### src/rtl/wb_hyperram_arbiter.sv
// rtl/wb_hyperram_arbiter.sv - round-robin Wishbone arbiter sharing one wb_hyperram slave port
// A granted master owns the slave until it drops cyc; strobes left unacked too long are aborted.
module wb_hyperram_arbiter #(
  parameter int NUM_MASTERS = 2,
  parameter int TIMEOUT     = 255
) (
  input  logic                      wb_clk_i,
  input  logic                      wb_rst_i,
  input  logic [NUM_MASTERS-1:0]    m_cyc_i,
  input  logic [NUM_MASTERS-1:0]    m_stb_i,
  input  logic [NUM_MASTERS-1:0]    m_we_i,
  input  logic [4*NUM_MASTERS-1:0]  m_sel_i,
  input  logic [32*NUM_MASTERS-1:0] m_adr_i,
  input  logic [32*NUM_MASTERS-1:0] m_dat_i,
  output logic [NUM_MASTERS-1:0]    m_ack_o,
  output logic [NUM_MASTERS-1:0]    m_err_o,
  output logic [31:0]               m_dat_o,
  output logic                      s_cyc_o,
  output logic                      s_stb_o,
  output logic                      s_we_o,
  output logic [3:0]                s_sel_o,
  output logic [31:0]               s_adr_o,
  output logic [31:0]               s_dat_o,
  input  logic                      s_ack_i,
  input  logic [31:0]               s_dat_i,
  output logic [1:0]                grant_o,
  output logic                      busy_o
);

  localparam int TW = (TIMEOUT > 0) ? $clog2(TIMEOUT + 1) : 1;
  localparam logic [TW-1:0] TLAST = (TIMEOUT > 0) ? TW'(TIMEOUT - 1) : '0;

  typedef enum logic [1:0] {IDLE, GRANT, ABORT} state_t;

  state_t          state_q, state_d;
  logic [1:0]      grant_q, grant_d;
  logic [1:0]      last_q, last_d;
  logic [TW-1:0]   tcnt_q, tcnt_d;

  logic [NUM_MASTERS-1:0] req;
  logic            pick_vld;
  logic [1:0]      pick_idx;
  logic            g_cyc, g_stb, g_we, stall;
  logic [3:0]      g_sel;
  logic [31:0]     g_adr, g_dat;

  assign req = m_cyc_i & m_stb_i;

  always_comb begin
    g_cyc = 1'b0;
    g_stb = 1'b0;
    g_we  = 1'b0;
    g_sel = '0;
    g_adr = '0;
    g_dat = '0;
    for (int k = 0; k < NUM_MASTERS; k++) begin
      if (grant_q == 2'(k)) begin
        g_cyc = m_cyc_i[k];
        g_stb = m_stb_i[k];
        g_we  = m_we_i[k];
        g_sel = m_sel_i[4*k +: 4];
        g_adr = m_adr_i[32*k +: 32];
        g_dat = m_dat_i[32*k +: 32];
      end
    end
  end

  // Lowest requester above last wins; otherwise wrap to the lowest at or below it.
  always_comb begin
    pick_vld = 1'b0;
    pick_idx = '0;
    for (int k = NUM_MASTERS - 1; k >= 0; k--) begin
      if (req[k] && (2'(k) <= last_q)) begin
        pick_vld = 1'b1;
        pick_idx = 2'(k);
      end
    end
    for (int k = NUM_MASTERS - 1; k >= 0; k--) begin
      if (req[k] && (2'(k) > last_q)) begin
        pick_vld = 1'b1;
        pick_idx = 2'(k);
      end
    end
  end

  always_comb begin
    state_d = state_q;
    grant_d = grant_q;
    last_d  = last_q;
    tcnt_d  = tcnt_q;
    stall   = g_stb & ~s_ack_i;
    unique case (state_q)
      IDLE: begin
        if (pick_vld) begin
          state_d = GRANT;
          grant_d = pick_idx;
          last_d  = pick_idx;
          tcnt_d  = '0;
        end
      end
      GRANT: begin
        tcnt_d = stall ? tcnt_q + TW'(1) : '0;
        if (!g_cyc) begin
          state_d = IDLE;
        end else if ((TIMEOUT != 0) && stall && (tcnt_q == TLAST)) begin
          state_d = ABORT;
        end
      end
      ABORT: begin
        state_d = IDLE;
        tcnt_d  = '0;
      end
      default: state_d = IDLE;
    endcase
  end

  always_comb begin
    s_cyc_o = 1'b0;
    s_stb_o = 1'b0;
    s_we_o  = 1'b0;
    s_sel_o = '0;
    s_adr_o = '0;
    s_dat_o = '0;
    m_ack_o = '0;
    m_err_o = '0;
    m_dat_o = '0;
    if (state_q == GRANT) begin
      s_cyc_o = g_cyc;
      s_stb_o = g_stb;
      s_we_o  = g_we;
      s_sel_o = g_sel;
      s_adr_o = g_adr;
      s_dat_o = g_dat;
      m_dat_o = s_dat_i;
    end
    for (int k = 0; k < NUM_MASTERS; k++) begin
      if (grant_q == 2'(k)) begin
        m_ack_o[k] = (state_q == GRANT) & s_ack_i;
        m_err_o[k] = (state_q == ABORT);
      end
    end
  end

  assign busy_o  = (state_q == GRANT);
  assign grant_o = grant_q;

  always_ff @(posedge wb_clk_i) begin
    if (wb_rst_i) begin
      state_q <= IDLE;
      grant_q <= '0;
      last_q  <= 2'(NUM_MASTERS - 1);
      tcnt_q  <= '0;
    end else begin
      state_q <= state_d;
      grant_q <= grant_d;
      last_q  <= last_d;
      tcnt_q  <= tcnt_d;
    end
  end

endmodule

### config.mk
export PLATFORM = sky130hd
export DESIGN_NAME = wb_hyperram_arbiter
export DESIGN_NICKNAME = d
export VERILOG_FILES = /design/src/rtl/wb_hyperram_arbiter.sv
export SDC_FILE = /design/constraint.sdc
export NUM_CORES = 1
export LEC_CHECK = 0
export CAP_MARGIN = 20
export CORE_AREA = 4 4 109 111
export DETAILED_ROUTE_END_ITERATION = 8
export DIE_AREA = 0 0 113 115
export HOLD_SLACK_MARGIN = 0.06
export SETUP_SLACK_MARGIN = 0.2
export SLEW_MARGIN = 30
export SYNTH_ARGS = -nofsm -noshare
export SYNTH_HDL_FRONTEND = slang
export SYNTH_SLANG_ARGS = --single-unit
### constraint.sdc
create_clock -name wb_clk_i -period 2.1 [get_ports wb_clk_i]
set_input_delay 0.525 -clock wb_clk_i [delete_from_list [all_inputs] [get_ports wb_clk_i]]
set_output_delay 0.525 -clock wb_clk_i [all_outputs]
set_load 0.02 [all_outputs]
==> impl_metrics.toml <==
[status]
status = "finished, final reports clean"

[synthesis]
synth.yosys.seq_area_share = 0.125
synth_top_area_share = 0.370
synth.cell_area_sq_um = 1920
syn_inst = 275
synth_edf_count = 0
synth_top_area_cell = "mux2i_1"
synth_seq_cells = 12
async_flop_share = 0
synth_area_leaders = "mux2i_1 37%, nor2_1 15%, dfxtp_1 13%"
ys_types = 34
yosysWarnings = 0
synthMostInstantiatedCell = "nor2_1"
synth-main-ff-cell = "dfxtp_1"
netlist_top_cells_count = "78 x nor2_1, 71 x mux2i_1, 32 x and2_1"
syn_nets = 454
syn_area_per_cell_sq_um = 6.98

[drt]
drc = 0
postRouteAntennaNets = 0
wl_met1_mm = 4.61
route.detailed.wl_per_inst_um = 18.5
routed_wl_mm = 13.5
drt_first_iter_violations = 88
route.met3.wl_mm = 1.58
first_pass_iters = 4
met2_length_mm = 7.18
routed_via_density = 4.36
via_count = 3177
highest_layer = "met4"

[setup_path]
critical_path.cell_chain = "buf_4 -> buf_12 -> buf_12 -> mux2i_4 -> nor2_2 -> buf_12"
critPathTopFamily = "buffers and inverters"
cp_max_fo = 11
crit_slowest_cell = "dfxtp_4"
path_common_cell = "buf_12"
cp-start-kind = "flop"
crit_buf_inv = 4
arrival_ns = 1.48
critPathRequiredTime_ns = 1.57
critPathCaptureType = "output pin"
setup.worst_path.class = "flop to output pin"
critical-path-max-stage-delay_ns = 0.36

[finish]
drive_gt1_frac = 0.453
area_delta_synth_final_pct = 201
nNetsFinal = 769
utilization = 0.535
diodes = 0
nFillCells = 994

[power_and_ir_drop]
p_total_mw = 1.78
powerDensity_nw_per_um2 = 308
ir_drop_mv = 0.159
p_leak_nw = 2.38

[grt]
antenna_found_initial = 0
grt_pass1_vias = 3120
grt_max_degree = 35
grt_pass1_wl_mm = 18.8
grt_remaining_overflow = 0
grt_use_total = 0.186

[sta]
fin_crit_sh = 0.953
drv_slew = 0
hold_ws_ns = 0.484
fmax_mhz = 500
rsz0062_at_grt = "yes"
setup_ws_ns = 0.0989
period_needed_ns = 2.00
clock_skew_ns = 0.000655
finalSetupViolCount = 0
hold_violations = 0

[clock_tree]
cts_root_buf = "clkbuf_8"
clock_latency_ns = 0.24
htree_levels = 1
numCtsBuffers = 3
cts_tree = "built"
clkSinkCount = 12
ctsLongestPathBuffers = 2
cts-hold-fix-buffers = 0
clk_pin_slew_ns = 0.05

[floorplanning]
start_util = 0.178
placementRows = 38
die-width_um = 113
die-area_sq_um = 13000
io_pins = 287
fp.dieH_um = 115
core-area_sq_um = 10800

[hold_path]
worst_hold_path_type = "flop to flop"

[placed_design]
place_ws_ns = -0.327
port_buffers = 285
hpwl_mm = 11.0
gp_congestion = 0.891

[flow_run]
drv_cap = 0
logic make-up after synthesis:
family,synth area share
AO/OA/AOI/OAI,0.0717
buffers and inverters,0.0638
other,0.00195
adder cells (fa/ha/maj),0.0130
flip-flops,0.125
multiplexers,0.376
AND/OR/NAND/NOR,0.349
flip-flops by register name, indices dropped and copies added (netlist names):
signal   flops
grant_o      1
last_q       1
state_q      2
tcnt_q       8
area by class of cell:
class	instances	area, sq um	area share
repair buffers	333	3260	0.564
multi-input cells	236	2030	0.352
flip-flops and latches	12	245	0.0425
well taps	140	175	0.0303
clock buffers	4	45.0	0.00780
inverters	4	17.5	0.00303
layout by cell type, fill, tap and decap left out, types with 3 or more instances in the layout:
master / count
clkbuf_8: 3
and2_1: 32
a211oi_1: 4
dlygate4sd2_1: 6
dfxtp_1: 10
clkdlybuf4s50_1: 165
nor2_2: 61
a31oi_1: 3
buf_2: 43
and3_1: 3
buf_12: 15
clkbuf_2: 3
nor2_1: 15
buf_6: 21
mux2i_2: 20
buf_16: 3
nand3_1: 7
inv_1: 3
clkdlybuf4s15_2: 11
a21oi_1: 8
dlymetal6s2s_1: 7
buf_4: 55
mux2i_4: 18
nand2_1: 9
mux2i_1: 33
routing by layer:
metal,vias to the layer above,track usage
met5,-,0
li1,1565,-
met3,8,0.0774
met2,165,0.363
met4,0,0.0200
met1,1439,0.190
final timing paths:
path | startpoint | endpoint | slack [ns] | cells after the start
worst max-delay path | grant_o[0] | s_we_o | 0.1 | 6
worst min-delay path | tcnt_q[7] | tcnt_q[7] | 0.48 | 1
worst max register to register | grant_o[0] | tcnt_q[6] | 0.31 | 8
worst min register to register | tcnt_q[7] | tcnt_q[7] | 0.48 | 1
metrics by stage:
step	TNS, ns	area [sq um]	cells
after floorplan	0	2070	275
after global placement	-15.08	5250	699
after detailed placement	-15.78	5250	699
after CTS	-0.213	5300	711
after global routing	0	5770	729
final	0	5770	729
worst register-to-register path: stages, from the launching register on:
cell and delay [ns]:
dfxtp_4 0.36, buf_4 0.15, buf_8 0.13, mux2i_4 0.19
buf_4 0.16, nor3_4 0.15, buf_4 0.21, a41oi_1 0.13
a211oi_1 0.23
repair_timing:
item | 4_1_cts | 5_1_grt
gates cloned | 2 | 3
pin swaps | 4 | 4
setup buffers | 6 | 15
endpoints found under the setup margin | 108 | 84
gates resized for setup | 390 | 126
where the power goes:
group	switching [mW]	internal [mW]
Combinational	0.568	0.758
Sequential	0.00624	0.233
Clock	0.0801	0.133
Total	0.654	1.12
Note: power is estimated with default switching activity, not from simulation.
